### config.mk
export PLATFORM = sky130hd
export DESIGN_NAME = proc_scheduler
export DESIGN_NICKNAME = d
export VERILOG_FILES = /design/src/rtl/proc_scheduler.sv
export SDC_FILE = /design/constraint.sdc
export NUM_CORES = 1
export LEC_CHECK = 0
export ABC_CLOCK_PERIOD_IN_PS = 5250
export BUFFER_PORTS_ARGS = -buffer_cell sky130_fd_sc_hd__buf_2
export CORE_MARGIN = 2
export CORE_UTILIZATION = 35
export CTS_CLUSTER_SIZE = 24
export DETAILED_ROUTE_END_ITERATION = 8
export SLEW_MARGIN = 20
export SYNTH_ARGS = -nofsm -noshare
export SYNTH_HDL_FRONTEND = slang
export SYNTH_SLANG_ARGS = --single-unit
export TNS_END_PERCENT = 5
### constraint.sdc
create_clock -name clk -period 5.25 [get_ports clk]
set_input_delay 1.05 -clock clk [delete_from_list [all_inputs] [get_ports clk]]
set_output_delay 1.05 -clock clk [all_outputs]
set_load 0.005 [all_outputs]
### src/rtl/proc_scheduler.sv
// Round-robin process scheduler: time-slices contexts and requests PC switches.
// Optional macro PROC_SCHED_YIELD_EN adds a voluntary yield input.
module proc_scheduler #(
    parameter int NUM_PROC  = 4,
    parameter int ADDR_W    = 10,
    parameter int QUANTUM   = 16,
    parameter int PART_SIZE = 256,
    localparam int IDX_W    = (NUM_PROC > 2) ? $clog2(NUM_PROC) : 1
) (
    input  logic              clk,
    input  logic              reset,
    input  logic              enable,
    input  logic              step,
    input  logic [ADDR_W-1:0] cur_pc,
    input  logic              ctx_wr,
    input  logic [IDX_W-1:0]  ctx_idx,
    input  logic [ADDR_W-1:0] ctx_pc,
    input  logic              ctx_ready,
`ifdef PROC_SCHED_YIELD_EN
    input  logic              yield,
`endif
    input  logic              ack,
    output logic              preempt,
    output logic [ADDR_W-1:0] next_pc,
    output logic [IDX_W-1:0]  proc_index,
    output logic [31:0]       shift_amount,
    output logic              busy
);

    typedef enum logic [2:0] {
        IDLE,
        RUN,
        SAVE,
        SELECT,
        SWITCH
    } state_t;

    state_t              state;
    logic [15:0]         counter;
    logic [IDX_W-1:0]    sel;
    logic                from_idle;
    logic [NUM_PROC-1:0] ready;
    logic [ADDR_W-1:0]   ctx_table [NUM_PROC];

    logic [IDX_W-1:0]    pick;
    logic                found;
    logic                give_up;

    // Coming out of IDLE the retained process gets first pick; after a
    // save it is checked last so the others get their turn.
    always_comb begin
        int k;
        k     = 0;
        pick  = proc_index;
        found = 1'b0;
        for (int i = NUM_PROC - 1; i >= 0; i--) begin
            k = int'(proc_index) + i + (from_idle ? 0 : 1);
            if (k >= NUM_PROC) k = k - NUM_PROC;
            if (ready[k]) begin
                pick  = IDX_W'(k);
                found = 1'b1;
            end
        end
    end

`ifdef PROC_SCHED_YIELD_EN
    assign give_up = !ready[proc_index] || yield;
`else
    assign give_up = !ready[proc_index];
`endif

    assign busy = (state != IDLE);

    always_ff @(posedge clk or posedge reset) begin
        if (reset) begin
            state        <= IDLE;
            counter      <= '0;
            sel          <= '0;
            from_idle    <= 1'b0;
            ready        <= '0;
            preempt      <= 1'b0;
            next_pc      <= '0;
            proc_index   <= '0;
            shift_amount <= '0;
            for (int i = 0; i < NUM_PROC; i++) ctx_table[i] <= '0;
        end else begin
            if (!enable) begin
                state   <= IDLE;
                preempt <= 1'b0;
            end else begin
                unique case (state)
                    IDLE: begin
                        if (|ready) begin
                            state     <= SELECT;
                            from_idle <= 1'b1;
                        end
                    end
                    RUN: begin
                        if (give_up) begin
                            state <= SAVE;
                        end else if (step) begin
                            if (counter == 16'(QUANTUM - 1)) state <= SAVE;
                            else counter <= counter + 16'd1;
                        end
                    end
                    SAVE: begin
                        ctx_table[proc_index] <= cur_pc;
                        from_idle             <= 1'b0;
                        state                 <= SELECT;
                    end
                    SELECT: begin
                        if (found) begin
                            sel     <= pick;
                            next_pc <= ctx_table[pick];
                            preempt <= 1'b1;
                            state   <= SWITCH;
                        end else begin
                            state <= IDLE;
                        end
                    end
                    SWITCH: begin
                        if (ack) begin
                            proc_index   <= sel;
                            shift_amount <= 32'(sel) * 32'(PART_SIZE);
                            counter      <= '0;
                            preempt      <= 1'b0;
                            state        <= RUN;
                        end
                    end
                    default: state <= IDLE;
                endcase
            end
            // Kernel writes land last so they override a same-cycle save.
            if (ctx_wr && (int'(ctx_idx) < NUM_PROC)) begin
                ctx_table[ctx_idx] <= ctx_pc;
                ready[ctx_idx]     <= ctx_ready;
            end
        end
    end

endmodule

==> impl_metrics.csv, run 1 <==
group,metric,value,unit
critical_path,cpMaxStageDelayCell,"sky130_fd_sc_hd__dfrtp_1",
detailed_routing,postRouteAntennaNets,0,
sta,finalSetupTns,0,ns
detailed_routing,drtPass1Iterations,4,
grt,grt_util_all_layers,0.1544,
power,finalPower,2.485,mW
sta,slew_headroom,0.3871,
critical_path,regToRegEndpoint,"next_pc[5]",
critical_path,worst_r2r_path_depth,9,
sta,setup_ws,2.016,ns
cts,post_cts_resize_count,0,
min_path,worst_hold_path.endpoint,"sel[1]",
detailed_routing,avgRoutedWirePerCell,15.22,microns
detailed_routing,detail_route.drc_violations,0,
yosys,ys_warn_count,0,
yosys,synthDominantCellAreaShare,0.4297,
sta,skew,0.006889,ns
critical_path,critPathMaxStageDelay,0.61,ns
layout,postLayoutCoreUtil,0.4015,
critical_path,regToRegStartpoint,"shift_amount[8]",
power,vdd.ir_drop.worst,202.0,uV
critical_path,required,5.44,ns
sta,final_cycle_share,0.6161,
yosys,syn-cell-area,0.004601,sq mm
cts,clkSlewWorstSetupHoldPaths,0.06,ns
yosys,async_flop_share,1.000,
critical_path,r2r_slack,2.02,ns
yosys,most_instantiated_flip_flop_cell_in_the_synthesis_netlist,"sky130_fd_sc_hd__dfrtp_1",
critical_path,arrival,3.42,ns
yosys,synth.distinct_cells,49,
critical_path,critical_path_maximum_fanout,19,
sta,final_hold_viol_count,0,
layout,drive_above_1_share,0.1359,
detailed_routing,totalWireLength,10.46,mm
cts,clk_root_buffer_cell,"sky130_fd_sc_hd__clkbuf_16",
critical_path,timing.critical_path.cells,"inv_1, ha_1, mux2i_1, mux2_2, or2_1, mux2i_2, buf_4, mux2i_1, o221ai_1",
floorplanning,fp-row-count,41,
layout,insertedDiodeCount,0,
grt,number_of_antenna_violations_at_the_first_check_in_global_routing,0,
cts,cts_tree,"done",
yosys,netlist_instances,481,
grt,grt.overflow.total,0,
sta,final-setup-viol-count,0,
layout,stdcell_count,687,
cts,clk_path_buf_depth,2,
sta,final_max_slew_viol_count,0,
placed_design,place_congestion,0.7896,
floorplanning,initial_utilization,0.3616,
cts,holdBufCountCts,0,
yosys,yosysSeqAreaShare,0.4297,
min_path,worstHoldPathCells,2,
detailed_routing,post_drt_via_cell_ratio,5.038,
cts,htree_levels,3,
placed_design,placedInstanceArea,0.004797,sq mm
sta,grt_setup_unrepaired,"false",
floorplanning,ioPinCount,75,
sta,tightest_slew,0.9166,ns
critical_path,crit_path_start_kind,"register",
sta,hold-worst-slack,0.4770,ns
cts,tritoncts_num_sinks,79,
placed_design,place_inst,673,
power,p_per_area,486.5,mW/mm^2
layout,fillerInstances,1308,
layout,total_area_of_multi_input_combinational_cells,0.002321,sq mm
layout,finish.instance_area,0.005107,sq mm
floorplanning,core_region_area,0.01272,sq mm
yosys,netlist.top_cell.by_area,"sky130_fd_sc_hd__dfrtp_1",
detailed_routing,route.vias.total,3461,
min_path,worst_hold_startpoint,"sel[1]",
grt,wire_length_of_the_first_global_routing_pass,17.36,mm
critical_path,timing.critical_path.to_type,"register",
grt,largest_net_degree_at_the_start_of_global_routing,55,
floorplanning,die_y,118.7,microns
status,status,"finished, final reports clean",
sta,fin_crit_period,3.234,ns
cts,cts_made_buffers,9,
yosys,synth_edf_count,0,
min_path,hp-class,"reg -> reg",
power,leakage_power_of_the_design,2.556,nW
yosys,postSynthAreaPerCell,9.565,sq um
layout,layout.area.seq,0.001977,sq mm
yosys,synth_top_cells_by_area,"sky130_fd_sc_hd__dfrtp_1 43%, sky130_fd_sc_hd__mux2i_1 14%, sky130_fd_sc_hd__buf_4 5.2%, sky130_fd_sc_hd__nand2_1 4.7%, sky130_fd_sc_hd__a21oi_1 3.5%",
floorplanning,fp.dieArea,0.01408,sq mm
run,drv.max_cap_violation_count,0,
cts,latest_clock_arrival_within_the_worst_skew_pair,0.33,ns
critical_path,top_cell_by_count_worst_path,"sky130_fd_sc_hd__mux2i_1",
layout,syn_to_final_growth,11.01,%
yosys,yosys_register_bits,79,
detailed_routing,drt_first_iter_violations,183,
placed_design,place_hpwl,7.166,mm
placed_design,worst_slack_at_placement,1.999,ns
cts,postCtsSetupRepairBufs,0,
layout,net_count_reported_at_finish,548,
floorplanning,width_of_the_die,118.7,microns
critical_path,worstSetupPathType,"reg -> reg",
placed_design,port-buffer-count,44,
sta,fmaxAchievable,0.3092,GHz
grt,first_global_vias,3407,
-- logic make-up after synthesis --
group | Yosys count | share of synthesized area
AND/OR/NAND/NOR | 153 | 0.1545
AO/OA/AOI/OAI | 94 | 0.1262
flip-flops | 79 | 0.4297
multiplexers | 73 | 0.1632
buffers and inverters | 66 | 0.09138
XOR/XNOR | 8 | 0.01523
adder cells (fa/ha/maj) | 7 | 0.01904
other | 1 | 0.0008151
-- registers in the layout, summed over array words and instances (netlist names) --
name          cells
counter          16
ctx_table        40
from_idle         1
next_pc          10
preempt           1
ready             4
sel               2
shift_amount      2
state             3
-- cell usage in the layout, fill, tap and decap left out, types with 8 or more instances in the layout --
| master | count |
|---|---|
| sky130_fd_sc_hd__conb_1 | 30 |
| sky130_fd_sc_hd__nor2_1 | 41 |
| sky130_fd_sc_hd__a21oi_1 | 32 |
| sky130_fd_sc_hd__dfrtp_1 | 79 |
| sky130_fd_sc_hd__clkbuf_16 | 9 |
| sky130_fd_sc_hd__mux2i_1 | 65 |
| sky130_fd_sc_hd__nand3_1 | 8 |
| sky130_fd_sc_hd__inv_1 | 8 |
| sky130_fd_sc_hd__o221ai_1 | 10 |
| sky130_fd_sc_hd__nand2_1 | 57 |
| sky130_fd_sc_hd__buf_2 | 44 |
| sky130_fd_sc_hd__o21ai_0 | 31 |
-- report_power, final --
group	leakage (nW)	switching [mW]	internal, mW
clock	0.148	0.243	0.412
combinational	1.45	0.488	0.426
sequential	0.956	0.139	0.776
-- Yosys cell counts, types with 2 or more instances --
cell type,count
sky130_fd_sc_hd__mux2i_1,66
sky130_fd_sc_hd__o21a_1,4
sky130_fd_sc_hd__or3_1,5
sky130_fd_sc_hd__nand4_1,7
sky130_fd_sc_hd__dfrtp_1,79
sky130_fd_sc_hd__o221ai_1,10
sky130_fd_sc_hd__nand3_1,8
sky130_fd_sc_hd__nor3_1,4
sky130_fd_sc_hd__buf_4,32
sky130_fd_sc_hd__mux2_1,2
sky130_fd_sc_hd__a2111oi_0,2
sky130_fd_sc_hd__buf_6,3
sky130_fd_sc_hd__nor3b_1,4
sky130_fd_sc_hd__xnor2_1,5
sky130_fd_sc_hd__a21oi_1,32
sky130_fd_sc_hd__inv_1,9
sky130_fd_sc_hd__o21ai_0,31
sky130_fd_sc_hd__nor2_1,41
sky130_fd_sc_hd__a31o_1,5
sky130_fd_sc_hd__clkbuf_1,17
sky130_fd_sc_hd__nand3b_1,2
sky130_fd_sc_hd__nor2b_1,2
sky130_fd_sc_hd__nor4_1,6
sky130_fd_sc_hd__and3_1,7
sky130_fd_sc_hd__nand2_1,57
sky130_fd_sc_hd__or2_1,2
sky130_fd_sc_hd__nand2b_1,5
sky130_fd_sc_hd__xor2_1,3
sky130_fd_sc_hd__mux2_2,4
sky130_fd_sc_hd__buf_2,2
sky130_fd_sc_hd__ha_1,7
-- worst max path at each step --
stage / cells past startpoint / slack [ns] / from / to
after floorplan: 1 / 2.18 / reset / counter[0]
after global placement: 9 / 2.08 / shift_amount[8] / next_pc[5]
after detailed placement: 9 / 2.00 / shift_amount[8] / next_pc[5]
after CTS: 9 / 2.00 / shift_amount[8] / next_pc[5]
after global routing: 9 / 1.79 / shift_amount[8] / next_pc[7]
final: 9 / 2.02 / shift_amount[8] / next_pc[5]
-- critical path: cells and delay by family, from the launching register on --
| kind | cells | cell delay [ns] |
|---|---|---|
| AO/OA/AOI/OAI | 1 | 0.15 |
| multiplexers | 4 | 0.90 |
| adder cells (fa/ha/maj) | 1 | 0.57 |
| buffers and inverters | 2 | 0.54 |
| AND/OR/NAND/NOR | 1 | 0.31 |
| flip-flops | 1 | 0.61 |
-- layout make-up --
cell class | count | share of cell area
repair buffers | 48 | 0.04900
clock inverters | 5 | 0.01666
flip-flops and latches | 79 | 0.3871
multi-input cells | 365 | 0.4544
well taps | 172 | 0.04214
clock buffers | 9 | 0.04410
inverters | 9 | 0.006614
-- per-layer routing --
layer / up-vias / global-route usage / part of all wire
met5: - / 0 / 0
met4: 0 / 0.05060 / 0.013
met3: 11 / 0.03813 / 0.043
met2: 75 / 0.2489 / 0.48
met1: 1675 / 0.2028 / 0.46
li1: 1700 / - / -
Note: power is estimated with default switching activity, not from simulation.
==> run 2: changes to the inputs <==
--- a/config.mk
+++ b/config.mk
@@ -5,7 +5,7 @@
 export SDC_FILE = /design/constraint.sdc
 export NUM_CORES = 1
 export LEC_CHECK = 0
-export ABC_CLOCK_PERIOD_IN_PS = 5250
+export ABC_CLOCK_PERIOD_IN_PS = 2990
 export BUFFER_PORTS_ARGS = -buffer_cell sky130_fd_sc_hd__buf_2
 export CORE_MARGIN = 2
 export CORE_UTILIZATION = 35
==> constraint.sdc (replaced) <==
create_clock -name clk -period 2.99 [get_ports clk]
set_input_delay 0.598 -clock clk [delete_from_list [all_inputs] [get_ports clk]]
set_output_delay 0.598 -clock clk [all_outputs]
set_load 0.005 [all_outputs]
==> impl_metrics.csv, run 2 (same netlist as run 1, synthesis figures left out) <==
group,metric,value,unit
detailed_routing,route.vias.total,3549,
cts,post_cts_resize_count,0,
detailed_routing,drt_first_iter_violations,204,
grt,grt_util_met3,0.03523,
power,finalPower,4.293,mW
grt,grt_util_all_layers,0.1543,
sta,final_max_slew_viol_count,0,
critical_path,cpMaxStageDelayCell,"sky130_fd_sc_hd__dfrtp_1",
layout,fillerInstances,1288,
cts,latest_clock_arrival_within_the_worst_skew_pair,0.34,ns
layout,net_count_reported_at_finish,560,
detailed_routing,detail_route.drc_violations,0,
critical_path,critical_path.n_buffers_inverters,2,
critical_path,timing.critical_path.cells,"inv_1, ha_1, xor2_1, mux2_2, or2_1, mux2i_2, buf_6, mux2i_1, o221ai_1",
placed_design,port-buffer-count,44,
detailed_routing,drtPass1Iterations,5,
cts,clk_path_buf_depth,2,
grt,grtUsageMet2,0.2464,
layout,most_frequent_cells_in_the_layout,"79 x sky130_fd_sc_hd__dfrtp_1, 65 x sky130_fd_sc_hd__mux2i_1, 57 x sky130_fd_sc_hd__nand2_1",
critical_path,arrival,2.98,ns
placed_design,place_hpwl,7.378,mm
detailed_routing,totalWireLength,10.66,mm
sta,fin_crit_period,2.777,ns
cts,tritoncts_num_sinks,79,
sta,final_cycle_share,0.9286,
detailed_routing,avgRoutedWirePerCell,15.21,microns
grt,globalRoute.busiestLayer,"met2",
grt,first_global_vias,3368,
critical_path,crit_path_start_kind,"register",
layout,top_register_by_number_of_flip_flops,"ctx_table",
grt,wire_length_of_the_first_global_routing_pass,17.37,mm
sta,final_hold_viol_count,0,
sta,skew,0.009070,ns
cts,postCtsSetupRepairBufs,0,
min_path,hp-class,"in -> async",
power,leakage_power_of_the_design,2.599,nW
cts,cts_made_buffers,9,
critical_path,timing.critical_path.to_type,"register",
power,p_per_area,829.8,mW/mm^2
critical_path,critPathMaxStageDelay,0.38,ns
detailed_routing,postRouteAntennaNets,0,
placed_design,place_congestion,0.8236,
placed_design,place_inst,685,
sta,final-setup-viol-count,0,
grt,largest_net_degree_at_the_start_of_global_routing,43,
layout,stdcell_count,701,
floorplanning,ioPinCount,75,
layout,largestRegisters,"ctx_table (40), counter (16), next_pc (10)",
cts,htree_levels,3,
run,drv.max_cap_violation_count,0,
status,status,"finished, final reports clean",
detailed_routing,post_drt_via_cell_ratio,5.063,
layout,drive_above_1_share,0.1607,
layout,insertedDiodeCount,0,
sta,grt_setup_unrepaired,"false",
power,vdd.ir_drop.worst,409.8,uV
critical_path,worstSetupPathType,"reg -> reg",
cts,clk_root_buffer_cell,"sky130_fd_sc_hd__clkbuf_16",
sta,slew_headroom,0.4082,
layout,largest_reg_flops,40,
floorplanning,fp.dieArea,0.01408,sq mm
layout,postLayoutCoreUtil,0.4067,
sta,finalSetupTns,0,ns
sta,tightest_slew,0.8864,ns
critical_path,critical_path_maximum_fanout,19,
floorplanning,fp-row-count,41,
grt,grt.overflow.total,0,
floorplanning,core_region_area,0.01272,sq mm
grt,number_of_antenna_violations_at_the_first_check_in_global_routing,1,
cts,cts_tree,"done",
grt,grt_util_met1,0.2064,
sta,fmaxAchievable,0.3602,GHz
floorplanning,width_of_the_die,118.7,microns
critical_path,required,3.19,ns
floorplanning,die_y,118.7,microns
floorplanning,initial_utilization,0.3616,
cts,clkSlewWorstSetupHoldPaths,0.06,ns
layout,syn_to_final_growth,12.46,%
critical_path,timing.critical_path.max_delay_family,"multiplexers",
cts,holdBufCountCts,0,
layout,layout_commonest_cell,"sky130_fd_sc_hd__dfrtp_1",
[run 2: cell count changes in the layout (fill, tap and decap cells not counted), sizes merged]
cell / previous run / this run
clkinv: 2 / 3
bufinv: 2 / 0
inv: 9 / 12
buf: 48 / 60
[run 2: final cells by class]
class	instances	area (sq um)	share of cell area
inverter	9	33.78	0.006530
multi-input combinational	365	2323	0.4491
clock inverter	7	55.05	0.01064
timing repair buffer	60	344.1	0.06651
tap	172	215.2	0.04160
sequential	79	1977	0.3821
clock buffer	9	225.2	0.04353
[run 2: report_power, final]
| part | leakage, nW | internal (mW) | switching (mW) |
|---|---|---|---|
| Clock | 0.138 | 0.572 | 0.462 |
| Sequential | 0.956 | 1.36 | 0.216 |
| Combinational | 1.51 | 0.788 | 0.891 |
[run 2: worst register-to-register path, delay by kind of cell, from the launching register on]
kind / cells / cell delay [ns]
fa+ha+maj: 1 / 0.26
mux: 3 / 0.86
xor+xnor: 1 / 0.32
compound gates: 1 / 0.13
buf+inv: 2 / 0.40
flops: 1 / 0.38
simple gates: 1 / 0.31
[run 2: through the flow]
stage	setup slack (ns)	area (sq um)	hold slack, ns
floorplan	0.1634	4710	0.4456
global placement	0.2983	4887	0.4706
detailed placement	0.1923	4887	0.4688
CTS	0.1675	5167	0.4859
global route	0.06966	5174	0.5222
finish	0.2134	5174	0.4568
[run 2: final timing paths]
kind                            startpoint           end  slack (ns)  depth (start not counted)
setup / recovery           shift_amount[9]    next_pc[6]        0.21                          9
hold / removal                       reset   counter[15]        0.46                          2
setup reg to reg           shift_amount[9]    next_pc[6]        0.21                          9
hold reg to reg                     sel[0]        sel[0]        0.49                          2
max in group asynchronous            reset  ctx_table[3]        1.80                          3
min in group clk                    sel[0]        sel[0]        0.49                          2
[run 2: layer usage]
metal | share of wire | vias to the layer above | wire length (microns)
met3 | 0.056 | 10 | 602
li1 | - | 1734 | -
met5 | 0 | - | 0
met2 | 0.48 | 97 | 5118
met4 | 0.010 | 0 | 109
met1 | 0.45 | 1708 | 4829
